`config.mk`:
```
export PLATFORM = sky130hd
export DESIGN_NAME = bcd_key_encoder
export DESIGN_NICKNAME = d
export VERILOG_FILES = /design/src/rtl/bcd_pkg.sv /design/src/rtl/bcd_key_sync.sv /design/src/rtl/bcd_key_encoder.sv
export SDC_FILE = /design/constraint.sdc
export NUM_CORES = 1
export LEC_CHECK = 0
export BUFFER_PORTS_ARGS = -buffer_cell sky130_fd_sc_hd__buf_4
export CORE_UTILIZATION = 45
export CTS_CLUSTER_SIZE = 8
export DETAILED_ROUTE_END_ITERATION = 10
export PLACE_DENSITY = 0.66
export SLEW_MARGIN = 0
export SYNTH_ARGS = -nofsm -noshare
export SYNTH_HDL_FRONTEND = slang
export SYNTH_SLANG_ARGS = --single-unit
```
`constraint.sdc`:
```
create_clock -name clk -period 1.95 [get_ports clk]
set_clock_uncertainty 0.1 [all_clocks]
set_input_delay 0.0975 -clock clk [delete_from_list [all_inputs] [get_ports clk]]
set_output_delay 0.0975 -clock clk [all_outputs]
set_load 0.01 [all_outputs]
```
`src/rtl/bcd_pkg.sv`:
```
// Shared definitions for the debounced decimal-key to BCD encoder.
package bcd_pkg;
  localparam int NUM_KEYS = 10;
  localparam int BCD_W    = 4;

  typedef enum logic [1:0] {
    ST_IDLE,
    ST_DEBOUNCE,
    ST_EMIT,
    ST_WAIT_RELEASE
  } state_t;

  // OR of the indices of all set bits; exact for a one-hot input.
  function automatic logic [BCD_W-1:0] onehot_to_bcd(input logic [NUM_KEYS-1:0] oh);
    logic [BCD_W-1:0] idx;
    idx = '0;
    for (int k = 0; k < NUM_KEYS; k++)
      if (oh[k]) idx = idx | BCD_W'(k);
    return idx;
  endfunction
endpackage

```
`src/rtl/bcd_key_sync.sv`:
```
// Parameterized-width 2-flop synchronizer with synchronous active-low clear.
module bcd_key_sync #(
  parameter int W = 10
) (
  input  logic         clk,
  input  logic         rst_n,
  input  logic [W-1:0] i_d,
  output logic [W-1:0] o_q
);
  logic [W-1:0] r_meta;
  logic [W-1:0] r_sync;

  always_ff @(posedge clk) begin
    if (!rst_n) begin
      r_meta <= '0;
      r_sync <= '0;
    end else begin
      r_meta <= i_d;
      r_sync <= r_meta;
    end
  end

  assign o_q = r_sync;
endmodule

```
`src/rtl/bcd_key_encoder.sv`:
```
// Debounces ten one-hot key lines and offers one BCD digit per press on a
// valid/ready handshake; simultaneous presses raise a one-cycle error.
import bcd_pkg::*;

module bcd_key_encoder #(
  parameter int DEBOUNCE_CYCLES = 4
) (
  input  logic                clk,
  input  logic                rst_n,
  input  logic [NUM_KEYS-1:0] keys,
  output logic [BCD_W-1:0]    bcd_out,
  output logic                bcd_valid,
  input  logic                bcd_ready,
  output logic                multi_err,
  output logic                busy
);
  localparam logic [7:0] CNT_LAST = 8'(DEBOUNCE_CYCLES - 1);

  logic [NUM_KEYS-1:0] w_ks;
  state_t              r_state, w_state;
  logic [NUM_KEYS-1:0] r_cap, w_cap;
  logic [7:0]          r_cnt, w_cnt;
  logic [BCD_W-1:0]    r_bcd, w_bcd;
  logic                r_valid, w_valid;
  logic                r_err, w_err;
  logic                w_onehot;

  bcd_key_sync #(.W(NUM_KEYS)) u_sync (
    .clk   (clk),
    .rst_n (rst_n),
    .i_d   (keys),
    .o_q   (w_ks)
  );

  // r_cap is never zero while in DEBOUNCE, so this is a true one-hot test there.
  assign w_onehot = (r_cap & (r_cap - NUM_KEYS'(1))) == '0;

  always_ff @(posedge clk) begin
    if (!rst_n) begin
      r_state <= ST_IDLE;
      r_cap   <= '0;
      r_cnt   <= '0;
      r_bcd   <= '0;
      r_valid <= 1'b0;
      r_err   <= 1'b0;
    end else begin
      r_state <= w_state;
      r_cap   <= w_cap;
      r_cnt   <= w_cnt;
      r_bcd   <= w_bcd;
      r_valid <= w_valid;
      r_err   <= w_err;
    end
  end

  always_comb begin
    w_state = r_state;
    w_cap   = r_cap;
    w_cnt   = r_cnt;
    w_bcd   = r_bcd;
    w_valid = r_valid;
    w_err   = 1'b0;
    case (r_state)
      ST_IDLE: begin
        if (w_ks != '0) begin
          w_cap   = w_ks;
          w_cnt   = 8'd1;
          w_state = ST_DEBOUNCE;
        end
      end
      ST_DEBOUNCE: begin
        if (w_ks == '0) begin
          w_state = ST_IDLE;
        end else if (w_ks != r_cap) begin
          w_cap = w_ks;
          w_cnt = 8'd1;
        end else if (r_cnt == CNT_LAST) begin
          w_cnt = 8'd0;
          if (w_onehot) begin
            w_bcd   = onehot_to_bcd(r_cap);
            w_valid = 1'b1;
            w_state = ST_EMIT;
          end else begin
            w_err   = 1'b1;
            w_state = ST_WAIT_RELEASE;
          end
        end else begin
          w_cnt = r_cnt + 8'd1;
        end
      end
      ST_EMIT: begin
        if (bcd_ready) begin
          w_valid = 1'b0;
          w_cnt   = 8'd0;
          w_state = ST_WAIT_RELEASE;
        end
      end
      ST_WAIT_RELEASE: begin
        if (w_ks != '0)            w_cnt   = 8'd0;
        else if (r_cnt == CNT_LAST) w_state = ST_IDLE;
        else                        w_cnt   = r_cnt + 8'd1;
      end
      default: w_state = ST_IDLE;
    endcase
  end

  assign bcd_out   = r_bcd;
  assign bcd_valid = r_valid;
  assign multi_err = r_err;
  assign busy      = (r_state != ST_IDLE);
endmodule
```
# [Word-level counts from Yosys, hierarchy flattened]
# Index checks and enable logic that the tools add are counted.
[classes] eq_ne=17 mux=37 bitwise=6 n_addsub=2 n_reduce_logical=13
[op_table] operator="$mux W8" n=7
[op_table] operator="$pmux W8 S4" n=1
[op_table] operator="$mux W10" n=3
[op_table] operator="$logic_not A10 Y1" n=2
[op_table] operator="$pmux W10 S2" n=1
[op_table] operator="$mux W2" n=9
[op_table] operator="$ne A2 B2 Y1 const B" n=9
[op_table] operator="$mux W3" n=4
[op_table] operator="$reduce_and A6 Y1" n=2
[op_table] operator="$and A10 B10 Y10" n=1
[op_table] operator="$ne A10 B10 Y1" n=1
[op_table] operator="$reduce_bool A10 Y1" n=1
[op_table] operator="$sub A10 B1 Y10 const B" n=1
[op_table] operator="$ne A3 B3 Y1 const B" n=3
[op_table] operator="$add A8 B1 Y8 const B" n=1
[op_table] operator="$eq A8 B2 Y1 const B" n=1
[op_table] operator="$mux W1" n=8
[op_table] operator="$mux W4" n=2
[op_table] operator="$pmux W2 S4" n=1
[op_table] operator="$reduce_and A4 Y1" n=2
[op_table] operator="$reduce_bool A2 Y1" n=3
[op_table] operator="$not A1 Y1" n=5
[op_table] operator="$reduce_and A5 Y1" n=1
[op_table] operator="$reduce_or A5 Y1" n=1
[op_table] operator="4 further kinds" n=5
[word_totals] regBits=46 wordCells=83 out_inout_bits=7 input_bits=13

# [Longest topological paths before layout]
[depth] ltp_word=9 ltp_mapped=7

# [By module]
# From an unflattened synthesis, not the netlist that was laid out.
[unflattened] hier_cells=213 area_unflattened_um2=2005.7
[modules_own_cells] mod="bcd_key_encoder" area_each_um2=1443.9 cells_per_inst=171 instances=1 seq_area_each_um2=520.5
[modules_own_cells] mod="bcd_key_sync" area_each_um2=561.8 cells_per_inst=42 instances=1 seq_area_each_um2=400.4

# [Worst setup path after synthesis]
# Ideal clock, no wire load.
[synth_path] kind="register to register" start="register r_cnt[0]" end="register r_bcd[1] (netlist: bcd_out[1])" setup_time_ps=86 required_time_ps=1764 path_slack_ps=-112 stages_incl_launch_ff=7 arrival_time_ps=1876 path_cell_list="dfxtp_1 ha_1 or4b_1 nor2_1 nand4_1 a2111o_1 a211oi_1"
[synth_between] elab_chain_len=2
[synth_lines] element="start: declaration" line="bcd_key_encoder.sv:22" text="logic [7:0] r_cnt, w_cnt;"
[synth_lines] element="start signal: assignment" line="bcd_key_encoder.sv:49" text="r_cnt <= w_cnt;"
[synth_lines] element="$eq A8 B2 Y1" line="bcd_key_encoder.sv:77" text="end else if (r_cnt == CNT_LAST) begin"
[synth_lines] element="$reduce_and A5 Y1 (no source line)"
[synth_lines] element="end signal: assignment" line="bcd_key_encoder.sv:50" text="r_bcd <= w_bcd;"
[synth_lines] element="end: declaration" line="bcd_key_encoder.sv:23" text="logic [BCD_W-1:0] r_bcd, w_bcd;"
# Every way passes these cells.
# A chain may end at the register's enable or synchronous reset.

# [Final worst setup path]
[layout_path] start="register r_cap[8]" end="register r_cap[5]"
[layout_between] elab_chain_len=3
[layout_lines] element="start: declaration" line="bcd_key_encoder.sv:21" text="logic [NUM_KEYS-1:0] r_cap, w_cap;"
[layout_lines] element="start signal: assignment" line="bcd_key_encoder.sv:48" text="r_cap <= w_cap;"
[layout_lines] element="$ne A10 B10 Y1" line="bcd_key_encoder.sv:74" text="end else if (w_ks != r_cap) begin"
[layout_lines] element="$ne A2 B2 Y1 (no source line)"
[layout_lines] element="$reduce_and A4 Y1 (no source line)"
# Every way passes these cells.

==> flow_summary.rst <==
.. list-table::
   :header-rows: 1

   * - Metric
     - Value
   * - Final critical path time including I/O delays and setup
     - 2074 ps
   * - DRC violations left
     - 0
   * - Path class of the lowest-slack min-delay path
     - in2reg
   * - Setup repair after global routing missed its margin
     - yes
   * - Pin count of the biggest net entering global routing
     - 25
   * - Synthesis Warnings
     - 0
   * - Async set-reset flop share out of synthesis
     - 0
   * - Utilization after layout
     - 0.6772
   * - Post-Synthesis Net Count
     - 225
   * - Number of cells produced by synthesis
     - 211
   * - Final count of hold timing violations
     - 0
   * - Sort of element at the start of the critical path
     - register
   * - Latest clock arrival within the worst-skew pair
     - 300 ps
   * - Routed length per instance
     - 13.29 µm
   * - Slew at the pin with the worst max-slew slack
     - 578.5 ps
   * - Part of the power in the clock network
     - 0.304
   * - Rows
     - 23
   * - Height of the chip
     - 68.85 µm
   * - CP Max Fanout
     - 5
   * - Initial antenna violation count
     - 0
   * - Vias per inst
     - 5.267
   * - Kind of end point of the critical path
     - register
   * - Register Area
     - 930.9 µm²
   * - Maximum frequency from static timing analysis
     - 482.1 MHz
   * - Area growth syn-to-layout
     - 39.58%
   * - Synthesized flop and latch total
     - 46
   * - Post-Place Setup Slack
     - -108.8 ps
   * - Master cell of the clock root buffer
     - sky130_fd_sc_hd__clkbuf_8
   * - Register area share after synthesis
     - 0.4580
   * - Final layout net count
     - 289
   * - Switching power summed over all nets
     - 0.5495 mW
   * - CTS tree
     - built
   * - Buffers & Inverters on Critical Path
     - 3
   * - Period utilisation layout
     - 1.064
   * - Number of distinct library cell variants in the gate-level netlist after synthesis
     - 46
   * - Biggest cell delay along the critical path
     - 370 ps
   * - Internal power summed over all cells
     - 1.460 mW
   * - Power density over the cells
     - 716.2 nW/µm²
   * - Total grt overflow
     - 0
   * - Area of the core
     - 4144 µm²
   * - Final number of max-transition violations
     - 0
   * - Final worst hold slack
     - 64.70 ps
   * - Part of the total power dissipated in sequential elements
     - 0.498
   * - Post-synth design cell area
     - 2011 µm²
   * - Number of vias after detailed routing
     - 1717
   * - Antenna diodes
     - 0
   * - Number of CTS-inserted buffers
     - 5
   * - Max-capacitance violation count
     - 0
   * - Number of setup violations in the final report
     - 13
   * - Leak
     - 1.215 nW
   * - # IOs
     - 20
   * - Hpwl dp
     - 2.950 mm
   * - Required arrival time at the worst endpoint
     - 2030 ps
   * - VDD IR max
     - 642.9 µV
   * - Synthesized area divided by synthesized cell count
     - 9.529 µm²
   * - Share of layout cells above drive strength 1
     - 0.3406
   * - Count of buffers from port buffering
     - 19
   * - Gate family responsible for the most delay along the worst path
     - buffers and inverters
   * - Minimum setup slack in the final design
     - -124.2 ps
   * - Rel. slew slack
     - 0.6139
   * - Number of fillers in the final layout
     - 332
   * - Clock edge transition at the registers on the reported setup and hold paths
     - 90 ps
   * - Count of flip-flops with a built-in enable after synthesis
     - 0
   * - Setup TNS after final layout
     - -981.6 ps
   * - Routed wire length
     - 4.331 mm
   * - Antenna violation net count after detailed routing
     - 0
   * - Data arrival time of the critical path
     - 2150 ps
   * - First-pass GRT wire length
     - 6.796 mm
   * - Buffer depth of the longest clock path
     - 2
   * - Deepest level of the CTS H-tree
     - 2
   * - Startpoint-to-endpoint class of the critical path
     - reg2reg
   * - Combinational power share
     - 0.198
   * - Violated checks
     - negative setup slack
   * - Most instantiated flip-flop cell in the synthesis netlist
     - sky130_fd_sc_hd__dfxtp_1
   * - Routability cong.
     - 0.7767
   * - Proportion of total power due to net switching
     - 0.2734
   * - Effective utilization at floorplan
     - 0.4852
   * - Slowest CP cell
     - sky130_fd_sc_hd__dfxtp_4
   * - Status
     - finished, violations left
   * - Number of violations reported at the end of detailed-routing iteration 0
     - 58
   * - Iteration count of the initial detailed-routing pass
     - 4
   * - Clock net sink count
     - 46
   * - GRT Resource Usage Total
     - 0.2021
   * - Die Area
     - 4740 µm²
   * - Number of global-route vias before repair
     - 1488
   * - Cell Chain, Critical Path
     - buf_6 -> xor2_2 -> nor4_2 -> buf_4 -> a41oi_1 -> bufbuf_16 -> mux2i_1 -> nor2_1
   * - Floorplan die width
     - 68.85 µm
   * - Multi-input gate area in the final layout
     - 1112 µm²
## repair_timing
item,in CTS,in global routing
endpoints found under the hold margin,10,0
setup buffers,3,2
setup endpoints to repair,24,25
pin swaps,8,5
hold buffers,10,0
resized for setup,19,12
cloned,0,1
## worst min-delay path, delay by kind of cell
kind	cells	cell delay [ps]
buffers and inverters	2	110
AO/OA/AOI/OAI	2	200
## registers in the layout, indices dropped and copies added (netlist names), named ones only
| signal | flops |
|---|---|
| bcd_valid | 1 |
| r_cnt | 8 |
| u_sync.r_meta | 10 |
| bcd_out | 4 |
| multi_err | 1 |
| u_sync.o_q | 10 |
| r_state | 1 |
| r_cap | 10 |
## Yosys cell counts (2+ instances only)
master | count | area (µm²)
sky130_fd_sc_hd__a2111oi_0 | 3 | 26.28
sky130_fd_sc_hd__a211oi_1 | 9 | 67.56
sky130_fd_sc_hd__a21oi_1 | 3 | 15.01
sky130_fd_sc_hd__a31oi_1 | 2 | 12.51
sky130_fd_sc_hd__and2_1 | 21 | 131.4
sky130_fd_sc_hd__and3_1 | 2 | 12.51
sky130_fd_sc_hd__buf_2 | 3 | 15.01
sky130_fd_sc_hd__clkbuf_1 | 6 | 22.52
sky130_fd_sc_hd__dfxtp_1 | 46 | 920.9
sky130_fd_sc_hd__inv_1 | 10 | 37.54
sky130_fd_sc_hd__mux2i_1 | 12 | 120.1
sky130_fd_sc_hd__nand2_1 | 2 | 7.510
sky130_fd_sc_hd__nand3_1 | 4 | 20.02
sky130_fd_sc_hd__nand4_1 | 6 | 37.54
sky130_fd_sc_hd__nor2_1 | 20 | 75.07
sky130_fd_sc_hd__nor3_1 | 9 | 45.04
sky130_fd_sc_hd__nor4_1 | 5 | 31.28
sky130_fd_sc_hd__o21ai_0 | 5 | 25.02
sky130_fd_sc_hd__or4b_1 | 2 | 20.02
sky130_fd_sc_hd__xnor2_1 | 6 | 52.55
sky130_fd_sc_hd__xor2_1 | 10 | 87.58
## per-stage QoR
stage	std cells	instance area (µm²)	total power, mW
global placement	303	2444	1.336
finish	326	2806	2.010
global route	326	2806	2.109
detailed placement	303	2444	1.338
floorplan	211	2027	1.206
CTS	323	2726	2.004
## power by group through the flow
stage               Sequential, mW  Combinational, mW  Clock [mW]
global route                  1.01              0.431       0.673
global placement              1.02              0.318           0
finish                        1.00              0.398       0.611
detailed placement            1.02              0.319           0
CTS                          0.999              0.364       0.641
floorplan                     1.01              0.192           0
## path summary, 6_finish.rpt
check | from | end | slack (ps) | cells past startpoint
max | r_cap[8] | r_cap[5] | -120 | 8
min reg2reg | u_sync.r_meta[6] | u_sync.o_q[6] | 340 | 1
min | bcd_ready | bcd_valid | 60 | 4
max reg2reg | r_cap[8] | r_cap[5] | -120 | 8
## kinds of logic after synthesis
kind of cell    after synthesis  share of synthesized area
mux                          12                    0.05974
xor+xnor                     16                    0.06969
flops                        46                     0.4580
fa+ha+maj                     2                    0.01120
buf+inv                      20                    0.04294
compound gates               37                     0.1425
simple gates                 78                     0.2159
## layer usage
layer  part of all wire  global-route usage  up-vias  routed length (µm)
met5                  0                   0        -                   0
met4              0.016             0.09184        0                  71
met3              0.038             0.05428        7                 165
met2               0.47              0.3131       28                2050
met1               0.47              0.2603      799                2043
li1                   -                   -      883                   -
## layout by cell type (no fill, tap or decap), types with 5 or more instances in the layout
master	synthesis	layout
sky130_fd_sc_hd__dfxtp_1	46	40
sky130_fd_sc_hd__a211oi_1	9	9
sky130_fd_sc_hd__buf_4	0	52
sky130_fd_sc_hd__mux2i_1	12	12
sky130_fd_sc_hd__clkbuf_8	0	5
sky130_fd_sc_hd__nand4_1	6	6
sky130_fd_sc_hd__nor2_1	20	19
sky130_fd_sc_hd__inv_1	10	10
sky130_fd_sc_hd__dfxtp_2	0	5
sky130_fd_sc_hd__dlygate4sd3_1	0	10
sky130_fd_sc_hd__xor2_1	10	9
sky130_fd_sc_hd__nor3_2	0	5
sky130_fd_sc_hd__xnor2_1	6	6
sky130_fd_sc_hd__and2_1	21	21
## layout make-up
| cell class | instances | share of cell area |
|---|---|---|
| Inverter | 10 | 0.01337 |
| Sequential cell | 46 | 0.3317 |
| Clock inverter | 3 | 0.009362 |
| Multi-Input combinational cell | 145 | 0.3963 |
| Timing Repair Buffer | 67 | 0.2024 |
| Tap cell | 50 | 0.02229 |
| Clock buffer | 5 | 0.02452 |
(Power assumes the default switching activity.)
